File: src/rtl/picorv32_rst_sequencer.sv
`default_nettype none
// ============================================================================
//  Module      : picorv32_rst_sequencer
//  Description : Reset/restart sequencer for the PicoRV32 demo system.
//                Qualifies a synchronised clock-generator lock, holds the
//                CPU system in reset for a fixed time, then releases it.
//                Each CPU trap restarts the CPU after a delay, until the
//                retry budget runs out and the sequencer parks in FAULT.
//  Revision    : 1.0 - initial release
// ============================================================================
module picorv32_rst_sequencer #(
    parameter int unsigned LOCK_STABLE_CYCLES = 1024,
    parameter int unsigned RST_HOLD_CYCLES    = 16,
    parameter int unsigned TRAP_DELAY_CYCLES  = 1250000,
    parameter int unsigned MAX_RESTARTS       = 3
) (
    input  logic       clk_i,
    input  logic       rst_i,
    input  logic       locked_i,
    input  logic       trap_i,
    input  logic       clear_i,
    output logic       sys_rst_o,
    output logic       running_o,
    output logic       fault_o,
    output logic [7:0] restart_cnt_o,
    output logic [2:0] state_o
);

    // The shared counter only ever reaches (largest cycle parameter - 1).
    localparam int unsigned c_max_ab  = (LOCK_STABLE_CYCLES > RST_HOLD_CYCLES) ?
                                        LOCK_STABLE_CYCLES : RST_HOLD_CYCLES;
    localparam int unsigned c_max_all = (c_max_ab > TRAP_DELAY_CYCLES) ?
                                        c_max_ab : TRAP_DELAY_CYCLES;
    localparam int unsigned c_cnt_w   = (c_max_all > 1) ? $clog2(c_max_all) : 1;

    localparam logic [c_cnt_w-1:0] c_lock_last = c_cnt_w'(LOCK_STABLE_CYCLES - 1);
    localparam logic [c_cnt_w-1:0] c_hold_last = c_cnt_w'(RST_HOLD_CYCLES - 1);
    localparam logic [c_cnt_w-1:0] c_trap_last = c_cnt_w'(TRAP_DELAY_CYCLES - 1);
    localparam logic [7:0]         c_max_rst   = 8'(MAX_RESTARTS);

    typedef enum logic [2:0] {
        S_WAIT_LOCK = 3'd0,
        S_HOLD      = 3'd1,
        S_RUN       = 3'd2,
        S_TRAP_WAIT = 3'd3,
        S_FAULT     = 3'd4
    } state_t;

    state_t               r_state;
    state_t               w_next;
    logic [c_cnt_w-1:0]   r_cnt;
    logic [c_cnt_w-1:0]   w_cnt_next;
    logic [7:0]           r_restart_cnt;
    logic [7:0]           w_restart_next;
    logic                 r_sync1;
    logic                 r_sync2;
    logic                 w_locked_s;
    logic                 w_clear_sync;
    logic                 r_sys_rst;
    logic                 r_running;
    logic                 r_fault;

    assign w_locked_s = r_sync2;

    // Two-flop lock synchroniser; a clear from FAULT re-qualifies the lock
    // from scratch so the restart timing matches power-up.
    always_ff @(posedge clk_i or posedge rst_i) begin
        if (rst_i) begin
            r_sync1 <= 1'b0;
            r_sync2 <= 1'b0;
        end else if (w_clear_sync) begin
            r_sync1 <= 1'b0;
            r_sync2 <= 1'b0;
        end else begin
            r_sync1 <= locked_i;
            r_sync2 <= r_sync1;
        end
    end

    // Next-state, shared counter and restart bookkeeping.
    always_comb begin
        w_next         = r_state;
        w_cnt_next     = '0;
        w_restart_next = r_restart_cnt;
        w_clear_sync   = 1'b0;
        case (r_state)
            S_WAIT_LOCK: begin
                // Counter tracks consecutive high samples; a low sample clears it.
                if (w_locked_s) begin
                    if (r_cnt == c_lock_last) begin
                        w_next = S_HOLD;
                    end else begin
                        w_cnt_next = r_cnt + 1'b1;
                    end
                end
            end
            S_HOLD: begin
                if (!w_locked_s) begin
                    w_next = S_WAIT_LOCK;
                end else if (r_cnt == c_hold_last) begin
                    w_next = S_RUN;
                end else begin
                    w_cnt_next = r_cnt + 1'b1;
                end
            end
            S_RUN: begin
                // Lock loss wins over a simultaneous trap, which is not counted.
                if (!w_locked_s) begin
                    w_next = S_WAIT_LOCK;
                end else if (trap_i) begin
                    if (r_restart_cnt < c_max_rst) begin
                        w_next         = S_TRAP_WAIT;
                        w_restart_next = r_restart_cnt + 8'd1;
                    end else begin
                        w_next = S_FAULT;
                    end
                end
            end
            S_TRAP_WAIT: begin
                if (!w_locked_s) begin
                    w_next = S_WAIT_LOCK;
                end else if (r_cnt == c_trap_last) begin
                    w_next = S_HOLD;
                end else begin
                    w_cnt_next = r_cnt + 1'b1;
                end
            end
            S_FAULT: begin
                // Only clear_i leaves FAULT; lock loss is ignored here.
                if (clear_i) begin
                    w_next         = S_WAIT_LOCK;
                    w_restart_next = 8'd0;
                    w_clear_sync   = 1'b1;
                end
            end
            default: begin
                w_next = S_WAIT_LOCK;
            end
        endcase
    end

    // State register and registered output decode of the next state.
    always_ff @(posedge clk_i or posedge rst_i) begin
        if (rst_i) begin
            r_state       <= S_WAIT_LOCK;
            r_cnt         <= '0;
            r_restart_cnt <= 8'd0;
            r_sys_rst     <= 1'b1;
            r_running     <= 1'b0;
            r_fault       <= 1'b0;
        end else begin
            r_state       <= w_next;
            r_cnt         <= w_cnt_next;
            r_restart_cnt <= w_restart_next;
            r_sys_rst     <= (w_next != S_RUN);
            r_running     <= (w_next == S_RUN);
            r_fault       <= (w_next == S_FAULT);
        end
    end

    assign sys_rst_o     = r_sys_rst;
    assign running_o     = r_running;
    assign fault_o       = r_fault;
    assign restart_cnt_o = r_restart_cnt;
    assign state_o       = r_state;

endmodule
`default_nettype wire

File: config.mk
export PLATFORM = sky130hd
export DESIGN_NAME = picorv32_rst_sequencer
export DESIGN_NICKNAME = d
export VERILOG_FILES = /design/src/rtl/picorv32_rst_sequencer.sv
export SDC_FILE = /design/constraint.sdc
export NUM_CORES = 1
export LEC_CHECK = 0
export CAP_MARGIN = 5
export CORE_UTILIZATION = 55
export CTS_CLUSTER_DIAMETER = 100
export DETAILED_ROUTE_END_ITERATION = 16
export MAX_ROUTING_LAYER = met4
export PLACE_DENSITY = 0.81
export SYNTH_ARGS = -nofsm -noshare
export SYNTH_HDL_FRONTEND = slang
export SYNTH_SLANG_ARGS = --single-unit
File: constraint.sdc
create_clock -name clk_i -period 2.92 [get_ports clk_i]
set_input_delay 0.438 -clock clk_i [delete_from_list [all_inputs] [get_ports clk_i]]
set_output_delay 0.438 -clock clk_i [all_outputs]
set_load 0.02 [all_outputs]
==> results of run 1 <==
[path summary, 6_finish.rpt]
kind,startpoint,endpoint,slack [ns]
max,r_cnt[0]$_DFF_PP0_,r_cnt[4]$_DFF_PP0_,0.74
min,rst_i,r_cnt[14]$_DFF_PP0_,0.48
max reg2reg,r_cnt[0]$_DFF_PP0_,r_cnt[4]$_DFF_PP0_,0.74
min reg2reg,r_sync1$_DFF_PP0_,r_sync2$_DFF_PP0_,0.50
max in group asynchronous,rst_i,sys_rst_o$_DFF_PP1_,2.09
min in group clk_i,r_sync1$_DFF_PP0_,r_sync2$_DFF_PP0_,0.50
[cells in the mapped netlist (all sizes together) (2+ instances only)]
| master | count |
|---|---|
| nor2b | 11 |
| xnor2 | 13 |
| nand4 | 6 |
| dfrtp | 36 |
| nor3 | 20 |
| clkbuf | 3 |
| and4 | 2 |
| nor2 | 16 |
| nor4 | 5 |
| nand3 | 10 |
| buf | 2 |
| xor2 | 6 |
| a31oi | 2 |
| inv | 5 |
| o21ai | 4 |
| nand2b | 2 |
| ha | 2 |
| or4 | 2 |
| nand3b | 2 |
| nand2 | 12 |
| and3 | 4 |
| o22ai | 2 |
[where the power goes]
| group | switching (µW) | internal (µW) | leakage [µW] | total [µW] |
|---|---|---|---|---|
| combinational | 19.6 | 11.0 | 0.000308 | 30.6 |
| clock | 165 | 139 | 0.0000413 | 304 |
| sequential | 4.37 | 517 | 0.000507 | 521 |
[per-stage QoR]
stage | std cells | util | setup WS (ns) | hold WS, ns
after floorplan | 175 | - | 0.943 | 0.439
after global placement | 233 | 0.652 | 0.889 | 0.443
after detailed placement | 233 | 0.652 | 0.789 | 0.491
after CTS | 241 | 0.675 | 0.758 | 0.502
after global routing | 241 | 0.675 | 0.575 | 0.528
final | 241 | 0.675 | 0.740 | 0.483
[flip-flops by register name, summed over array words and instances, names as in the netlist]
signal,cells
r_cnt,21
state_o,3
restart_cnt_o,8
r_sync1,1
running_o,1
r_sync2,1
sys_rst_o,1
fault_o,1
[cell families after synthesis]
| logic type | share of synthesized area |
|---|---|
| buffers and inverters | 0.0258 |
| AND/OR/NAND/NOR | 0.304 |
| flip-flops | 0.517 |
| AO/OA/AOI/OAI | 0.0461 |
| adder cells (fa/ha/maj) | 0.0140 |
| XOR/XNOR | 0.0928 |
[final cells by class]
cell class	instances	area, µm²	share of cell area
multi-input combinational	128	820	0.394
tap	44	55.1	0.0265
sequential	37	927	0.446
clock buffer	7	65.1	0.0313
timing repair buffer	19	188	0.0903
clock inverter	1	5.00	0.00241
inverter	5	18.8	0.00903
[tightest hold or removal path, stage by stage]
cell and delay (ns):
clkdlybuf4s50_1 0.39, inv_1 0.05, buf_4 0.39
[metal layers]
metal,GRT usage,up-vias
met1,0.287,686
li1,-,664
met3,0.0721,7
met5,-,-
met2,0.380,41
met4,0.119,0
==> flow_metrics.py, run 1 <==
metrics = {
    "cells_and_area": {
        "fin_area_mm2": 0.00208,
        "insertedDiodeCount": 0,
        "fin_nets": 203,
        "n_fill_cell": 243,
        "layout_commonest_cell": "dfrtp_1",
        "drive_above_1_share": 0.0863,
        "layout_common_cells": "36 x dfrtp_1, 20 x nor3_1, 18 x clkdlybuf4s50_1, 16 x nor2_1, 13 x xnor2_1",
        "syn2layout_area_growth_pct": 15.9,
    },
    "detailed_routing": {
        "drtIter0Drc": 64,
        "wl_per_cell_um": 14.8,
        "wl_um": 3560,
        "via_per_inst": 5.80,
        "drc": 0,
        "drtPass1Iterations": 4,
        "route.met2.wl_um": 1780,
        "drtAntennaViolNets": 0,
        "vias": 1398,
        "met1_length_um": 1530,
        "top_layer_used": "met4",
        "met3_length_um": 187,
    },
    "floorplanning": {
        "die_x_um": 59.1,
        "rows": 20,
        "start_util": 0.583,
        "die_h_um": 59.1,
        "ioPinCount": 19,
        "die_area_mm2": 0.00349,
        "core_area_mm2": 0.00308,
    },
    "worst_setup_path": {
        "required_ns": 3.12,
        "cp_max_fo": 13,
        "cp_top_family": "simple AND/OR/NAND/NOR gates",
        "r2r_cells": 6,
        "path_depth": 6,
        "crit_buf_inv": 0,
        "slowest_stage": "o22a_1",
        "crit_chain": "ha_1 > nand3_1 > nor4_1 > and4b_2 > o22a_1 > nor3_1",
        "cp.arrival_ns": 2.38,
        "cp-end-kind": "flip-flop",
        "criticalPathCategory": "flip-flop to flip-flop",
        "critPathLaunchType": "flip-flop",
        "critPathMaxStageDelay_ns": 0.44,
    },
    "cts": {
        "postCtsHoldBufs": 0,
        "tritoncts": "yes",
        "h-tree-depth": 2,
        "numCtsBuffers": 5,
        "clockBufferDepth": 2,
        "cts_root_buf": "clkbuf_4",
        "clkTransAtPathRegs_ns": 0.11,
        "cts_sinks": 37,
        "cts_resized": 0,
        "cts_setup_buffers": 0,
        "clock_latency_ns": 0.35,
    },
    "placement": {
        "portBuffers": 18,
        "gp_congestion": 0.865,
        "place_area_mm2": 0.00201,
        "dp_hpwl_um": 2490,
    },
    "power": {
        "finalPower_uw": 856,
        "vdd_drop_max_v": 0.000309,
        "p_per_area_mw_per_mm2": 412,
        "cellLeakagePower_uw": 0.000856,
    },
    "synth": {
        "ys_warn_count": 0,
        "synth_top_area_frac": 0.502,
        "syn_inst": 175,
        "yosysSeqAreaShare": 0.517,
        "avgSynthCellArea_um2": 10.2,
        "synthArstFlopShare": 1.00,
        "post_synth_instance_area_mm2": 0.00179,
        "yosysTopAreaCell": "dfrtp_1",
        "synth.ff_latch_count": 37,
        "netlist_top_cells_area": "dfrtp_1 50%, xnor2_1 6.4%, nor3_1 5.6%",
        "synth_enable_flop_cells": 0,
        "synth_nets": 182,
        "synthFlopType": "dfrtp_1",
        "yosysUniqueCellTypes": 36,
    },
    "outcome": {
        "outcome": "finished clean",
    },
    "timing": {
        "fmax_mhz": 459,
        "skew_ns": 0.0103,
        "finalHoldViolCount": 0,
        "setup_viol": 0,
        "rsz0062_at_grt": "false",
        "fin_crit_ns": 2.18,
        "maxSlewViolCount": 0,
        "worst_slew_pin_slew_ns": 0.835,
        "fin_crit_sh": 0.746,
        "maxSlewHeadroom": 0.438,
        "setup-tns-final_ns": 0,
    },
    "grt": {
        "grt_pass1_vias": 1346,
        "grt.total_usage": 0.243,
        "grt_pass1_wl_um": 6020,
        "overflow": 0,
        "antenna_found_initial": 0,
        "grt_max_degree": 38,
    },
    "worst_hold_path": {
        "hold_class": "input pin to async pin",
    },
    "run": {
        "maxCapViolCount": 0,
    },
}
Note: power is estimated with default switching activity, not from simulation.
==> run 2: changes to the inputs <==
Settings changed: CORE_UTILIZATION 55 to 50, PLACE_DENSITY 0.81 to 0.78.
Clock period 2.92 ns to 1.9 ns, I/O delays scaled along.
==> flow_metrics.py, run 2 (synthesized netlist as in run 1, its figures left out) <==
metrics = {
    "placement": {
        "portBuffers": 18,
        "gp_congestion": 0.814,
        "dp_hpwl_um": 2710,
        "dp_slack_ns": -0.0462,
        "placed_cells": 261,
    },
    "floorplanning": {
        "die_x_um": 61.9,
        "die_h_um": 61.9,
        "start_util": 0.529,
        "rows": 21,
        "ioPinCount": 19,
        "core_area_mm2": 0.00339,
        "die_area_mm2": 0.00383,
    },
    "worst_setup_path": {
        "startpoint": "r_cnt[1]$_DFF_PP0_",
        "criticalPathCategory": "flip-flop to flip-flop",
        "r2r_cells": 6,
        "worstReg2RegStart": "r_cnt[1]$_DFF_PP0_",
        "crit_buf_inv": 0,
        "required_ns": 2.14,
        "crit_chain": "ha_2 > and3_4 > nand3_4 > or4_4 > a221o_1 > and2_1",
        "path_depth": 6,
        "cp.arrival_ns": 2.22,
        "cp_top_family": "simple AND/OR/NAND/NOR gates",
        "critPathMaxStageDelay_ns": 0.51,
        "slowest_stage": "or4_4",
        "critPathLaunchType": "flip-flop",
        "cp_max_fo": 3,
        "cp-end-kind": "flip-flop",
    },
    "detailed_routing": {
        "via_per_inst": 5.44,
        "wl_per_cell_um": 14.3,
        "drtIter0Drc": 96,
        "drtPass1Iterations": 4,
        "vias": 1475,
        "drc": 0,
        "wl_um": 3870,
        "drtAntennaViolNets": 0,
    },
    "timing": {
        "maxSlewViolCount": 0,
        "maxSlewHeadroom": 0.701,
        "fmax_mhz": 505,
        "finalHoldViolCount": 0,
        "worst_slew_pin_slew_ns": 0.449,
        "fin_crit_ns": 1.98,
        "rsz0062_at_grt": "true",
        "fin_crit_sh": 1.04,
        "skew_ns": 0.00942,
        "setup_viol": 2,
        "final.setup.worst_slack_ns": -0.0801,
    },
    "cells_and_area": {
        "layout_common_cells": "36 x dfrtp_1, 28 x buf_4, 19 x nor3_1, 18 x clkdlybuf4s50_1, 16 x nor2_1",
        "largest_reg_flops": 21,
        "seq_area_um2": 927,
        "layout_commonest_cell": "dfrtp_1",
        "instances_no_fill": 271,
        "fin_nets": 231,
        "n_fill_cell": 235,
        "syn2layout_area_growth_pct": 31.9,
        "regMostFlops": "r_cnt",
        "insertedDiodeCount": 0,
        "multiInputGateArea_um2": 857,
        "drive_above_1_share": 0.227,
        "final_core_util": 0.698,
    },
    "power": {
        "p_per_area_mw_per_mm2": 644,
        "p_int_uw": 1230,
        "combPwrFrac": 0.039,
        "sw_frac_of_total": 0.194,
        "vdd_drop_max_v": 0.000480,
        "p_sw_uw": 295,
        "p_clk_frac": 0.435,
        "cellLeakagePower_uw": 0.00102,
        "p_seq_frac": 0.525,
    },
    "cts": {
        "postCtsHoldBufs": 0,
        "cts_root_buf": "clkbuf_4",
        "h-tree-depth": 2,
        "clock_latency_ns": 0.34,
        "clkTransAtPathRegs_ns": 0.11,
        "clockBufferDepth": 2,
        "tritoncts": "yes",
        "cts_sinks": 37,
        "numCtsBuffers": 5,
    },
    "grt": {
        "grt.total_usage": 0.234,
        "antenna_found_initial": 0,
        "grt_pass1_wl_um": 6070,
        "grt_max_degree": 38,
        "overflow": 0,
        "grt_pass1_vias": 1398,
    },
    "outcome": {
        "outcome": "finished with violations",
        "violations": "negative setup slack",
    },
    "worst_hold_path": {
        "hold_class": "input pin to async pin",
    },
    "run": {
        "maxCapViolCount": 0,
    },
}
==> run 2: cell types whose count changed in the layout (fill, tap and decap cells not counted), sizes merged <==
cell,before,now
bufinv,0,2
buf,1,29
clkbuf,7,5
==> run 2: layout make-up <==
type,count,area share
flip-flops and latches,37,0.392
multi-input cells,128,0.362
inverters,5,0.00794
repair buffers,47,0.170
clock buffers,5,0.0159
clock inverters,3,0.0275
well taps,46,0.0243
==> run 2: path summary, 6_finish.rpt <==
kind | endpoint | slack (ns)
worst min register to register | r_sync2$_DFF_PP0_ | 0.50
max in group asynchronous | sys_rst_o$_DFF_PP1_ | 1.22
worst min-delay path | r_cnt[3]$_DFF_PP0_ | 0.33
min in group clk_i | r_sync1$_DFF_PP0_ | 0.47
worst max-delay path | running_o$_DFF_PP0_ | -0.08
worst max register to register | running_o$_DFF_PP0_ | -0.08
==> run 2: repair_timing <==
item                                   in CTS  in global routing
gates resized for setup                     0                  9
setup endpoints to repair                   2                 19
buffers inserted                            1                  1
pin swaps                                   0                  3
gates cloned                                0                  0
endpoints found under the hold margin       0                  0
==> run 2: power by group through the flow <==
stage | registers, µW | logic [µW] | clock network, µW
3_5_place_dp | 815 | 59.9 | 0
5_1_grt | 800 | 67.0 | 712
2_1_floorplan | 815 | 29.3 | 0
3_3_place_gp | 814 | 57.4 | 0
4_1_cts | 800 | 62.0 | 680
6_report | 800 | 60.1 | 663
==> run 2: per-stage QoR <==
| step | setup TNS [ns] | total power [µW] | hold WS (ns) | cell area, µm² |
|---|---|---|---|---|
| finish | -0.0958 | 1520 | 0.327 | 2360 |
| global route | -0.336 | 1580 | 0.373 | 2360 |
| CTS | -0.0751 | 1540 | 0.340 | 2320 |
| detailed placement | -0.0462 | 875 | 0.476 | 2210 |
| global placement | -0.00331 | 871 | 0.456 | 2210 |
| floorplan | -0.0599 | 844 | 0.394 | 1800 |
==> run 2: tightest hold or removal path: cells and delay by family <==
family	cells	cell delay [ns]
buf+inv	3	0.83
==> run 2: per-layer routing <==
metal  part of all wire  up-vias  track usage
met5                  0        -            -
met4              0.013        0        0.105
met3              0.044        5       0.0518
met2               0.51       39        0.389
met1               0.43      720        0.272
li1                   -      711            -
==> patch (flow settings as in run 1) <==
Register the output `state_o` once more, without a reset; this adds one clock of latency there. The other outputs are not delayed to match.
--- a/src/rtl/picorv32_rst_sequencer.sv
+++ b/src/rtl/picorv32_rst_sequencer.sv
@@ -162,7 +162,9 @@
     assign running_o     = r_running;
     assign fault_o       = r_fault;
     assign restart_cnt_o = r_restart_cnt;
-    assign state_o       = r_state;
+    always_ff @(posedge clk_i) begin
+        state_o <= r_state;
+    end
 
 endmodule
 `default_nettype wire
Check against the original RTL: same outputs for any inputs over 10 cycles, from zero or initial values and one cycle with rst_i high; that may be too few to reach the edited logic, so the function may still have changed.
==> patch against run 1 <==
- synthesized area increased by 3.3%
- combinational power decreased by 5%
- power increased by 11%
- routed wire length decreased by 8.6%
- cell area increased by 3.2%
- first-iteration DRC count decreased by 3.1%
- global-route usage decreased by 1.4 points
- final cell count increased by 1.2%
- sequential cell count increased by 3
- fmax increased by 2.6%
- worst setup slack improved by 54 ps
- critical path type unchanged
- critical endpoint is now r_cnt[20]
==> patch: results (changes against run 1) <==
* Largest stage delay, worst path at 790 ps (was 440 ps)
* GRT Overall Usage at 22.9% (was 24.3%)
* Share of cells above drive strength 1 at 8.00% (was 8.63%)
* Fraction of registers with async set/reset at 92.5% (was 100%)
* Worst Tran Pin Value at 880 ps (was 835 ps)
* Reg2reg start: r_cnt[0] (unchanged)
* Critical path endpoint: r_cnt[20] (was r_cnt[4])
* Worst vdd ir at 0.264 mV (was 0.309 mV)
* Routed length per instance at 13.3 µm (was 14.8 µm)
* Clock skew at 14.4 ps (was 10.3 ps)
* Post-detailed-placement half-perimeter wirelength at 2330 µm (was 2490 µm)
* Status: finished clean (unchanged)
* Initial DRC Count at 62 (was 64)
* Top post-synthesis cells by area: dfrtp_1 49%, xnor2_1 6.1%, nor3_1 5.4% (was dfrtp_1 50%, xnor2_1 6.4%, nor3_1 5.6%)
* Met3 GRT Util at 6.93% (was 7.21%)
* Via/cell ratio at 5.61 (was 5.80)
* P_sw at 198 µW (was 189 µW)
* Met1 Use GR at 29.3% (was 28.7%)
* Yosys cell types at 37 (was 36)
* Sequential share of the synthesized area at 53.3% (was 51.7%)
* Min Hold Slack at 474 ps (was 483 ps)
* Number of global-route vias before repair at 1330 (was 1346)
* CP max stage cell: nor4_1 (was o22a_1)
* First-pass GRT wire length at 5810 µm (was 6020 µm)
* Leak at 0.000881 µW (was 0.000856 µW)
* Critical path fanouts, max at 5 (was 13)
* Tightest Hold Check Type: reg -> reg (was in -> async)
* GR Util met2 at 34.3% (was 38.0%)
* Final #Nets at 206 (was 203)
* R2r endpoint: r_cnt[20] (was r_cnt[4])
-- patch: cell types whose count changed in the layout (fill, tap and decap cells not counted), sizes merged --
cell | run 1 | this run
clkbuf | 7 | 6
bufinv | 0 | 1
dfxtp | 0 | 3
-- patch: layout make-up --
| cell class | instances | area share [%] |
|---|---|---|
| inverter | 5 | 0.875 |
| clock inverter | 2 | 1.63 |
| clock buffer | 6 | 1.93 |
| sequential | 40 | 46.0 |
| timing repair buffer | 19 | 8.75 |
| tap | 44 | 2.57 |
| multi-input combinational | 128 | 38.2 |
-- patch: layer usage --
layer,vias to the layer above,wire length (µm)
met2,29,1520
met5,-,0
li1,672,-
met1,663,1550
met4,0,45
met3,5,134
-- patch: worst reg2reg max path: stages, from the launching register on --
cell and delay, ps:
dfrtp_1 390, ha_1 210, nand3_1 120, nor4_1 790, nand4_1 210, xor2_1 190
nor3_1 130
-- patch: worst min-delay path by stage --
stage                     to
floorplan            r_sync2
global placement     r_sync2
detailed placement   r_sync2
CTS                  r_sync2
global route        r_cnt[0]
finish               r_sync2
-- patch: power groups by stage --
stage	Combinational [µW]	Sequential, µW	Clock, µW
6_report	29.0	562	355
3_3_place_gp	29.4	572	0
3_5_place_dp	30.2	573	0
5_1_grt	34.5	563	386
2_1_floorplan	18.9	572	0
4_1_cts	30.2	562	361
-- patch: kinds of logic after synthesis --
logic type / count (synthesis) / share of synthesized area (%)
AOI/OAI and AO/OA: 12 / 4.46
xor gates and xnor gates: 19 / 8.98
adders and majority gates: 2 / 1.35
buffers and inverters: 10 / 2.50
DFF: 40 / 53.3
and+or+nand+nor: 95 / 29.4
-- patch: through the flow --
| step | setup slack (ps) | instances |
|---|---|---|
| 2_1_floorplan | 943 | 178 |
| 3_3_place_gp | 897 | 236 |
| 3_5_place_dp | 792 | 236 |
| 4_1_cts | 803 | 244 |
| 5_1_grt | 569 | 244 |
| 6_report | 795 | 244 |
